$ cat config.mk
export PLATFORM = sky130hd
export DESIGN_NAME = ctrl_pipe
export DESIGN_NICKNAME = d
export VERILOG_FILES = /design/src/rtl/ctrl_pkg.sv /design/src/rtl/ctrl_decode.sv /design/src/rtl/ctrl_pipe.sv
export SDC_FILE = /design/constraint.sdc
export NUM_CORES = 1
export LEC_CHECK = 0
export BUFFER_PORTS_ARGS = -buffer_cell sky130_fd_sc_hd__buf_4
export CORE_MARGIN = 2
export CORE_UTILIZATION = 38
export CTS_BUF_LIST = sky130_fd_sc_hd__clkbuf_8
export DETAILED_ROUTE_END_ITERATION = 8
export REMOVE_ABC_BUFFERS = 1
export SYNTH_ARGS = -nofsm -noshare
export SYNTH_HDL_FRONTEND = slang
export SYNTH_HIERARCHICAL = 1
export SYNTH_SLANG_ARGS = --single-unit
$ cat constraint.sdc
create_clock -name clock -period 3.7 [get_ports clock]
set_input_delay 0.555 -clock clock [delete_from_list [all_inputs] [get_ports clock]]
set_output_delay 0.555 -clock clock [all_outputs]
set_load 0.05 [all_outputs]
$ cat src/rtl/ctrl_pkg.sv
// ctrl_pkg: opcode/aluop encodings, control bundle layout and mult/div FSM states
// shared by the ctrl_pipe control unit.
package ctrl_pkg;
    localparam int CTRL_W = 14;
    localparam int C_RWE = 0, C_DMWE = 1, C_ALUINB = 2, C_RI = 3, C_LW = 4, C_JAL = 5, C_BNE = 6;
    localparam int C_BLT = 7, C_BEX = 8, C_J = 9, C_JR = 10, C_SETX = 11, C_MUL = 12, C_DIV = 13;
    localparam logic [4:0] OP_R = 5'b00000, OP_J = 5'b00001, OP_BNE = 5'b00010, OP_JAL = 5'b00011;
    localparam logic [4:0] OP_JR = 5'b00100, OP_ADDI = 5'b00101, OP_BLT = 5'b00110, OP_SW = 5'b00111;
    localparam logic [4:0] OP_LW = 5'b01000, OP_SETX = 5'b10101, OP_BEX = 5'b10110;
    localparam logic [4:0] ALU_MUL = 5'b00110, ALU_DIV = 5'b00111;
    typedef enum logic {MD_IDLE = 1'b0, MD_WAIT = 1'b1} md_state_e;
endpackage

$ cat src/rtl/ctrl_decode.sv
// ctrl_decode: combinational map from a D-stage instruction to its control bundle,
// destination register and one-hot register read set (r0 never set).
module ctrl_decode
    import ctrl_pkg::*;
#(
    parameter int OPCODE_W   = 5,
    parameter int REG_W      = 5,
    parameter int HAS_MULDIV = 1
) (
    input  logic [31:0]         insn_i,
    output logic [CTRL_W-1:0]   ctrl_o,
    output logic [REG_W-1:0]    rd_o,
    output logic [2**REG_W-1:0] rmask_o
);
    logic [OPCODE_W-1:0] op;
    logic [REG_W-1:0] f_rd, f_rs, f_rt;
    logic use_rs, use_rt, use_rd, use_r30;
    logic unused_bits;

    assign op          = insn_i[31 -: OPCODE_W];
    assign f_rd        = insn_i[26 -: REG_W];
    assign f_rs        = insn_i[21 -: REG_W];
    assign f_rt        = insn_i[16 -: REG_W];
    assign unused_bits = ^{insn_i[11:7], insn_i[1:0]};

    always_comb begin
        ctrl_o = '0;
        {use_rs, use_rt, use_rd, use_r30} = '0;
        case (op)
            OP_R: begin
                ctrl_o[C_RWE] = 1'b1;
                ctrl_o[C_MUL] = (HAS_MULDIV != 0) && (insn_i[6:2] == ALU_MUL);
                ctrl_o[C_DIV] = (HAS_MULDIV != 0) && (insn_i[6:2] == ALU_DIV);
                {use_rs, use_rt} = 2'b11;
            end
            OP_ADDI: begin
                {ctrl_o[C_RWE], ctrl_o[C_ALUINB], ctrl_o[C_RI]} = 3'b111;
                use_rs = 1'b1;
            end
            OP_SW: begin
                {ctrl_o[C_DMWE], ctrl_o[C_ALUINB], ctrl_o[C_RI]} = 3'b111;
                {use_rs, use_rd} = 2'b11;
            end
            OP_LW: begin
                {ctrl_o[C_RWE], ctrl_o[C_ALUINB], ctrl_o[C_RI], ctrl_o[C_LW]} = 4'b1111;
                use_rs = 1'b1;
            end
            OP_J:    ctrl_o[C_J] = 1'b1;
            OP_BNE:  begin ctrl_o[C_BNE] = 1'b1; {use_rs, use_rd} = 2'b11; end
            OP_BLT:  begin ctrl_o[C_BLT] = 1'b1; {use_rs, use_rd} = 2'b11; end
            OP_JAL:  {ctrl_o[C_RWE], ctrl_o[C_JAL]} = 2'b11;
            OP_JR:   begin ctrl_o[C_JR] = 1'b1; use_rd = 1'b1; end
            OP_SETX: {ctrl_o[C_RWE], ctrl_o[C_SETX]} = 2'b11;
            OP_BEX:  begin ctrl_o[C_BEX] = 1'b1; use_r30 = 1'b1; end
            default: ctrl_o = '0;
        endcase
        rd_o = ctrl_o[C_JAL] ? REG_W'(31) : ctrl_o[C_SETX] ? REG_W'(30) : (|ctrl_o) ? f_rd : '0;
        rmask_o = '0;
        if (use_rs) rmask_o[f_rs] = 1'b1;
        if (use_rt) rmask_o[f_rt] = 1'b1;
        if (use_rd) rmask_o[f_rd] = 1'b1;
        if (use_r30) rmask_o[30] = 1'b1;
        rmask_o[0] = 1'b0;
    end
endmodule

$ cat src/rtl/ctrl_pipe.sv
// ctrl_pipe: carries decoded control bundles through the X/M/W stage registers and
// generates load-use stalls, taken-branch flushes and the mult/div start/wait handshake.
module ctrl_pipe
    import ctrl_pkg::*;
#(
    parameter int OPCODE_W   = 5,
    parameter int REG_W      = 5,
    parameter int HAS_MULDIV = 1
) (
    input  logic              clock,
    input  logic              reset,
    input  logic              d_valid,
    input  logic [31:0]       d_insn,
    input  logic              x_taken,
    input  logic              md_ready,
    output logic              d_stall,
    output logic              d_flush,
    output logic              md_start,
    output logic [CTRL_W-1:0] x_ctrl,
    output logic [CTRL_W-1:0] m_ctrl,
    output logic [CTRL_W-1:0] w_ctrl,
    output logic [REG_W-1:0]  x_rd,
    output logic [REG_W-1:0]  m_rd,
    output logic [REG_W-1:0]  w_rd,
    output logic              w_we
);
    logic [CTRL_W-1:0] dec_ctrl, x_ctrl_q, x_ctrl_d, m_ctrl_q, m_ctrl_d, w_ctrl_q;
    logic [REG_W-1:0] dec_rd, x_rd_q, x_rd_d, m_rd_q, m_rd_d, w_rd_q;
    logic [2**REG_W-1:0] dec_rmask;
    logic x_v_q, x_v_d, m_v_q, m_v_d, w_v_q;
    md_state_e md_q, md_d;
    logic d_ok, flush, md_x, md_hold, md_done, x_hold, load_use, take_d;

    ctrl_decode #(.OPCODE_W(OPCODE_W), .REG_W(REG_W), .HAS_MULDIV(HAS_MULDIV)) u_dec (
        .insn_i (d_insn),
        .ctrl_o (dec_ctrl),
        .rd_o   (dec_rd),
        .rmask_o(dec_rmask)
    );

    // x_hold: X keeps the mul/div; when md_ready closes the wait, X drains to M and
    // takes a bubble because D is still held that cycle.
    always_comb begin
        d_ok     = d_valid && |dec_ctrl;
        flush    = reset && x_taken;
        md_x     = x_v_q && (x_ctrl_q[C_MUL] || x_ctrl_q[C_DIV]);
        md_start = !flush && md_q == MD_IDLE && md_x;
        md_hold  = !flush && (md_start || md_q == MD_WAIT);
        md_done  = md_q == MD_WAIT && md_ready;
        x_hold   = md_hold && !md_done;
        load_use = x_v_q && x_ctrl_q[C_LW] && x_rd_q != '0 && d_ok && dec_rmask[x_rd_q];
        take_d   = !(flush || md_hold || load_use);
        d_stall  = !flush && (md_hold || load_use);
        d_flush  = flush;
        md_d     = HAS_MULDIV == 0 ? MD_IDLE : md_start ? MD_WAIT : md_done ? MD_IDLE : md_q;
        x_v_d    = x_hold ? x_v_q : take_d && d_ok;
        x_ctrl_d = x_hold ? x_ctrl_q : take_d && d_ok ? dec_ctrl : '0;
        x_rd_d   = x_hold ? x_rd_q : take_d && d_ok ? dec_rd : '0;
        m_v_d    = !x_hold && x_v_q;
        m_ctrl_d = x_hold ? '0 : x_ctrl_q;
        m_rd_d   = x_hold ? '0 : x_rd_q;
    end

    always_ff @(posedge clock or negedge reset) begin
        if (!reset) begin
            md_q <= MD_IDLE;
            {x_v_q, x_ctrl_q, x_rd_q, m_v_q, m_ctrl_q, m_rd_q, w_v_q, w_ctrl_q, w_rd_q} <= '0;
        end else begin
            md_q <= md_d;
            {x_v_q, x_ctrl_q, x_rd_q} <= {x_v_d, x_ctrl_d, x_rd_d};
            {m_v_q, m_ctrl_q, m_rd_q} <= {m_v_d, m_ctrl_d, m_rd_d};
            {w_v_q, w_ctrl_q, w_rd_q} <= {m_v_q, m_ctrl_q, m_rd_q};
        end
    end

    assign x_ctrl = x_ctrl_q;
    assign m_ctrl = m_ctrl_q;
    assign w_ctrl = w_ctrl_q;
    assign x_rd   = x_rd_q;
    assign m_rd   = m_rd_q;
    assign w_rd   = w_rd_q;
    assign w_we   = w_v_q && w_ctrl_q[C_RWE] && w_rd_q != '0;
endmodule

==> results of run 1 <==
[cells by family after synthesis]
group	Yosys count
AND/OR/NAND/NOR	151
AO/OA/AOI/OAI	93
buffers and inverters	42
multiplexers	10
flip-flops	61
other	1
[state kept, by name, summed over array words and instances (netlist names)]
name / flops
x_ctrl: 14
m_rd: 5
w_rd: 5
w_v_q: 1
m_ctrl: 14
md_q: 1
w_ctrl: 14
x_v_q: 1
m_v_q: 1
x_rd: 5
[final timing paths]
| kind | startpoint | cells after the start | slack [ns] | end |
|---|---|---|---|---|
| max | d_insn[30] | 11 | 0.02 | d_stall |
| min | m_v_q | 0 | 0.37 | w_v_q |
| max reg2reg | x_rd[0] | 6 | 1.28 | x_ctrl[13] |
| min reg2reg | m_v_q | 0 | 0.37 | w_v_q |
| max in group asynchronous | reset | 2 | 2.82 | m_rd[2] |
| min in group asynchronous | reset | 2 | 0.40 | w_ctrl[1] |
[critical path: cells and delay by family]
family / cells / cell delay (ns)
buffers and inverters: 3 / 0.52
multiplexers: 2 / 0.54
AO/OA/AOI/OAI: 5 / 1.01
AND/OR/NAND/NOR: 1 / 0.48
[synthesized netlist by cell type (all sizes together) (9+ instances only)]
| cell | instances |
|---|---|
| mux4 | 9 |
| dfrtp | 61 |
| nand3b | 10 |
| buf | 13 |
| inv | 11 |
| and2 | 22 |
| o221ai | 26 |
| a22o | 23 |
| nand3 | 10 |
| or3 | 9 |
| nor2 | 25 |
| clkbuf | 18 |
| nand2 | 32 |
[per-layer routing]
metal | track usage (%) | vias up | share of wire (%) | wire length, µm
met3 | 2.69 | 21 | 6.2 | 664
met4 | 9.46 | 0 | 2.1 | 222
met1 | 27.2 | 1599 | 43 | 4530
li1 | - | 1572 | - | -
met2 | 35.7 | 153 | 49 | 5230
met5 | 0 | - | 0 | 0
[stage by stage]
step / utilization, % / power, W / hold WS (ns) / instance area [µm²] / std cells
floorplan: - / 0.000812 / 0.259 / 3450 / 327
global placement: 49.1 / 0.000933 / 0.333 / 4540 / 580
detailed placement: 49.1 / 0.000936 / 0.357 / 4540 / 580
CTS: 51.9 / 0.00161 / 0.371 / 4790 / 596
global route: 52.1 / 0.00166 / 0.384 / 4810 / 596
finish: 52.1 / 0.00159 / 0.365 / 4810 / 596
[area by class of cell]
type | count | area [µm²] | share of cell area, %
Sequential cell | 61 | 1530 | 31.7
Inverter | 11 | 41.3 | 0.858
Timing Repair Buffer | 125 | 942 | 19.6
Tap cell | 129 | 161 | 3.36
Clock buffer | 12 | 165 | 3.43
Clock inverter | 3 | 67.6 | 1.40
Multi-Input combinational cell | 255 | 1910 | 39.6
[cell usage in the layout (no fill, tap or decap), types with 9 or more instances in the layout]
cell type / synthesis / final
dfrtp_1: 61 / 61
inv_1: 11 / 11
nand3b_1: 10 / 10
nor2_1: 24 / 24
nand2_1: 32 / 32
a22o_1: 23 / 23
buf_4: 4 / 124
nand3_1: 10 / 10
and2_1: 21 / 20
or3_1: 9 / 9
o221ai_1: 26 / 24
clkbuf_8: 0 / 12
[power by group through the flow]
stage | sequential (W) | clock [W] | combinational (W)
6_report | 0.000688 | 0.000666 | 0.000241
4_1_cts | 0.000689 | 0.000682 | 0.000239
5_1_grt | 0.000690 | 0.000714 | 0.000260
3_5_place_dp | 0.000701 | 0 | 0.000235
3_3_place_gp | 0.000700 | 0 | 0.000233
2_1_floorplan | 0.000729 | 0 | 0.0000826
[repair_timing]
item / CTS / global route
pin swaps: 2 / 2
buffers inserted: 1 / 0
endpoints found under the setup margin: 1 / 1
resized for setup: 5 / 4
gates cloned: 0 / 0
==> out/results.tsv, run 1 <==
metric	value	unit
Synth Area in Simple Gates	24.3	%
I/O Buffers	90	
Via density	5.61	
Slew @ Worst Pin	0.944	ns
top post-synthesis cells by area	dfrtp_1 42%, o221ai_1 6.3%, mux4_1 5.8%, a22o_1 5.6%, and2_1 3.6%	
htree depth	3	
Yosys top cell area share	42.2	%
Post-DP HPWL	7780	µm
largest family of logic cells by synthesized area	simple AND/OR/NAND/NOR gates	
slowest stage delay, CP	0.48	ns
fillers	849	
Clock Sinks	61	
Post-route DRC	0	
Worst Skew	0.00669	ns
clock slew at reported path FFs	0.06	ns
slowest CP cell	or4b_1	
Die W	102	µm
Layout area overhead	33.0	%
Slew Limit Fails	0	
I/O pin count	98	
CTS tree	done	
vias in the first global route	3276	
final WL	10600	µm
Critical Path RT	3.14	ns
final worst path period need	3.68	ns
Worst-Skew Late Latency	0.33	ns
distinct cell type count after synthesis	59	
Die Footprint	0.0103	mm²
Worst EP arrival	3.12	ns
Seq pwr share	43.1	%
Startpoint Class	input port	
fraction of layout cells with a size suffix above 1	34.9	%
NetSw	0.000394	W
post-synthesis compound-gate area fraction	20.9	%
final worst slack	0.0232	ns
FMAX	0.272	GHz
register area share after synthesis	42.2	%
ys flop type	dfrtp_1	
first-pass GRT wire length	17000	µm
largest net degree at the start of global routing	62	
Hold Fails Final Rpt	0	
Ys Warns	6	
Starting DRT DRC Count	204	
Post-synth EDFFs	0	
Rel. slew slack	36.6	%
hold-fix buffers at CTS	0	
Post-synth ARST share	100	%
Synth Area in XOR/XNOR	0	%
MaxCap Viol Count	0	
Pre-antenna DRT Iters	7	
RSZ-0062 raised after global routing	yes	
synthesized-area fraction occupied by adder cells	0	%
Int Power	0.00120	W
Synth Register Bits	61	
via count	3345	
outcome	complete, no violations	
Peak supply drop	0.168	mV
number of antenna violations at the first check in global routing	0	
post-route clock period utilization	99.4	%
Antenna Violating Nets Remaining	0	
average size of a mapped cell	10.1	µm²
core region area	0.00924	mm²
Die Height	102	µm
n_diodes	0	
CTS max path bufs	2	
Root Buffer	clkbuf_8	
Setup crit end kind	output port	
GRT Util Overall	21.2	%
total grt overflow	0	
Yosys top cell by area	dfrtp_1	
worst hold path type	reg2reg	
FP Rows	35	
RePlAce Congestion	0.907	
critical setup path kind	in2out	
cts bufs inserted	9	
wire per inst	17.9	µm
worst-path cell chain	buf_4 > o21bai_2 > a211o_1 > or4b_1 > buf_6 > o221ai_2 > mux4_2 > mux4_2 > o211ai_2 > o31ai_1 > buf_4	
largest fanout on the critical path	8	
Gate power share	15.1	%
Clock Power Share	41.8	%
Leak	2.28	nW
cell area after synthesis	0.00362	mm²
setup tns final	0	ns
Post-Syn Instances	358	
Initial Util	39.1	%
pre-CTS WS	-0.0345	ns
mux share of post-synthesis cell area	6.71	%
final net count	500	
final setup fails	0	
Pwr Density	332	mW/mm²
Sw Share	24.7	%
Note: power is estimated with default switching activity, not from simulation.
==> run 2, diff against run 1 <==
clock period = 3.6 ns   (was 3.7 ns; I/O delays follow)
==> out/results.tsv, run 2 (same netlist as run 1, synthesis figures left out) <==
metric	value	unit	change
endpoint of the worst register-to-register path	x_ctrl[0]		
Starting DRT DRC Count	178		-13%
I/O Buffers	90		unchanged
most frequent cells in the layout	126 x buf_4, 61 x dfrtp_1, 32 x nand2_1, 24 x nor2_1, 23 x a22o_1		
FMAX	0.282	GHz	
Leak	2.32	nW	+1.6%
most common cell after layout, fill and taps aside	buf_4		
hold-fix buffers at CTS	0		unchanged
Root Buffer	clkbuf_8		
Hold Fails Final Rpt	0		unchanged
FP Rows	35		unchanged
via count	3385		+1.2%
I/O pin count	98		unchanged
clock slew at reported path FFs	0.06	ns	about the same
Die W	102	µm	unchanged
Worst R2R Start	x_rd[0]		
Antenna Violating Nets Remaining	0		unchanged
number of antenna violations at the first check in global routing	0		unchanged
Tot Pwr	0.00145	W	-9.2%
Setup crit start	d_insn[31]		
total grt overflow	0		unchanged
largest net degree at the start of global routing	62		unchanged
final setup fails	0		unchanged
first-pass GRT wire length	17000	µm	-0.20%
NetSw	0.000394	W	about the same
Pre-antenna DRT Iters	5		-2
flop-to-flop setup slack	0.84	ns	-0.44 ns
n_diodes	0		unchanged
Startpoint Class	input port		
Clock Power Share	33.0	%	-8.8 points
Worst-Skew Late Latency	0.32	ns	about the same
Setup crit end kind	output port		
core region area	0.00924	mm²	unchanged
Pwr Density	294	mW/mm²	-11%
fraction of layout cells with a size suffix above 1	38.8	%	+3.9 points
Die Height	102	µm	unchanged
hold_sp	m_v_q		
Rel. slew slack	37.5	%	+0.84 points
Initial Util	39.1	%	unchanged
R2R depth	6		unchanged
critical setup path kind	in2out		
outcome	complete, no violations		
wl on met1	4650	µm	+2.8%
placed cell count	591		+1.9%
Core Util, Final	53.2	%	+1.2 points
Slew @ Worst Pin	0.932	ns	-0.0125 ns
CTS tree	done		
Seq pwr share	49.0	%	+5.9 points
RePlAce Congestion	0.925		+1.9%
Worst EP arrival	3.01	ns	-0.11 ns
Worst Skew	0.00322	ns	-0.00347 ns
post-route clock period utilization	98.5	%	
Die Footprint	0.0103	mm²	unchanged
MaxCap Viol Count	0		unchanged
final net count	514		+2.8%
Routed met3 length	711	µm	+7.1%
fillers	871		+2.6%
fin cells	608		+2.0%
hold worst-path end	w_v_q		
Gate power share	18.0	%	+2.9 points
final WL	10900	µm	+1.9%
Peak supply drop	0.170	mV	+1.2%
Post-DP HPWL	7930	µm	+1.8%
largest fanout on the critical path	7		-1
RSZ-0062 raised after global routing	yes		
Post-route DRC	0		unchanged
cts bufs inserted	9		unchanged
final worst path period need	3.55	ns	
Slew Limit Fails	0		unchanged
CTS max path bufs	2		unchanged
Critical Path RT	3.06	ns	-0.08 ns
Layout area overhead	36.0	%	
Min-Delay Path Depth	0		unchanged
DR top layer	met4		
vias in the first global route	3255		-0.64%
worst hold path type	reg2reg		
Sw Share	27.2	%	+2.5 points
wire per inst	17.8	µm	-0.10%
Clock Sinks	61		unchanged
met2 routed WL	5260	µm	+0.59%
Via density	5.57		-0.80%
htree depth	3		unchanged
Int Power	0.00105	W	-12%
GRT Util Overall	21.2	%	+0.046 points
[run 2: cell count changes in the layout (fill, tap and decap cells not counted), moves of 2 or more]
cell / before / now
o21ai_1: 3 / 5
bufinv_16: 2 / 0
mux4_2: 3 / 7
buf_4: 124 / 126
mux4_1: 6 / 2
buf_6: 1 / 12
clkinv_2: 0 / 3
o221ai_2: 2 / 6
o21ai_0: 5 / 3
o221ai_1: 24 / 20
clkbuf_8: 12 / 10
[run 2: area by class of cell]
| cell class | count | area (µm²) | area share (%) |
|---|---|---|---|
| clock inverters | 3 | 15.0 | 0.305 |
| clock buffers | 10 | 138 | 2.80 |
| flip-flops and latches | 61 | 1530 | 31.0 |
| repair buffers | 139 | 1100 | 22.3 |
| inverters | 11 | 41.3 | 0.839 |
| multi-input cells | 255 | 1940 | 39.5 |
| well taps | 129 | 161 | 3.28 |
[run 2: worst max-delay path, stage by stage]
cell and delay (ns):
buf_4 0.11, or4_4 0.60, nor4b_4 0.29, buf_6 0.19, nand2_1 0.07, o221ai_2 0.08
mux4_2 0.27, mux4_2 0.27, o211ai_2 0.11, o31ai_2 0.26, buf_6 0.20
[run 2: power groups by stage]
| stage | registers [W] | logic (W) | clock network, W |
|---|---|---|---|
| 2_1_floorplan | 0.000749 | 0.0000849 | 0 |
| 3_3_place_gp | 0.000721 | 0.000245 | 0 |
| 3_5_place_dp | 0.000722 | 0.000247 | 0 |
| 4_1_cts | 0.000709 | 0.000253 | 0.000491 |
| 5_1_grt | 0.000711 | 0.000281 | 0.000517 |
| 6_report | 0.000709 | 0.000260 | 0.000478 |
[run 2: how the worst max path moves through the flow]
stage,to,depth (start not counted)
floorplan,d_stall,8
global placement,d_stall,12
detailed placement,d_stall,12
CTS,d_stall,11
global route,d_stall,10
finish,d_stall,11
[run 2: per-stage QoR]
step / setup TNS [ns] / worst slack [ns] / hold WS [ns] / instance area, µm²
after floorplan: -0.516 / -0.516 / 0.244 / 3450
final: 0 / 0.0528 / 0.359 / 4920
after global routing: -0.0415 / -0.0415 / 0.364 / 4920
after CTS: 0 / 0.000442 / 0.361 / 4830
after detailed placement: -0.0747 / -0.0747 / 0.348 / 4620
after global placement: -0.0462 / -0.0462 / 0.333 / 4620
[run 2: what timing repair did]
action,4_1_cts,5_1_grt
resized for setup,9,27
endpoints found under the setup margin,1,1
buffers inserted,2,3
pin swaps,6,12
[run 2: routing by layer]
layer	GRT usage, %	vias to the layer above
met5	0	-
met4	9.88	0
li1	-	1592
met2	35.1	148
met1	27.9	1624
met3	2.35	21
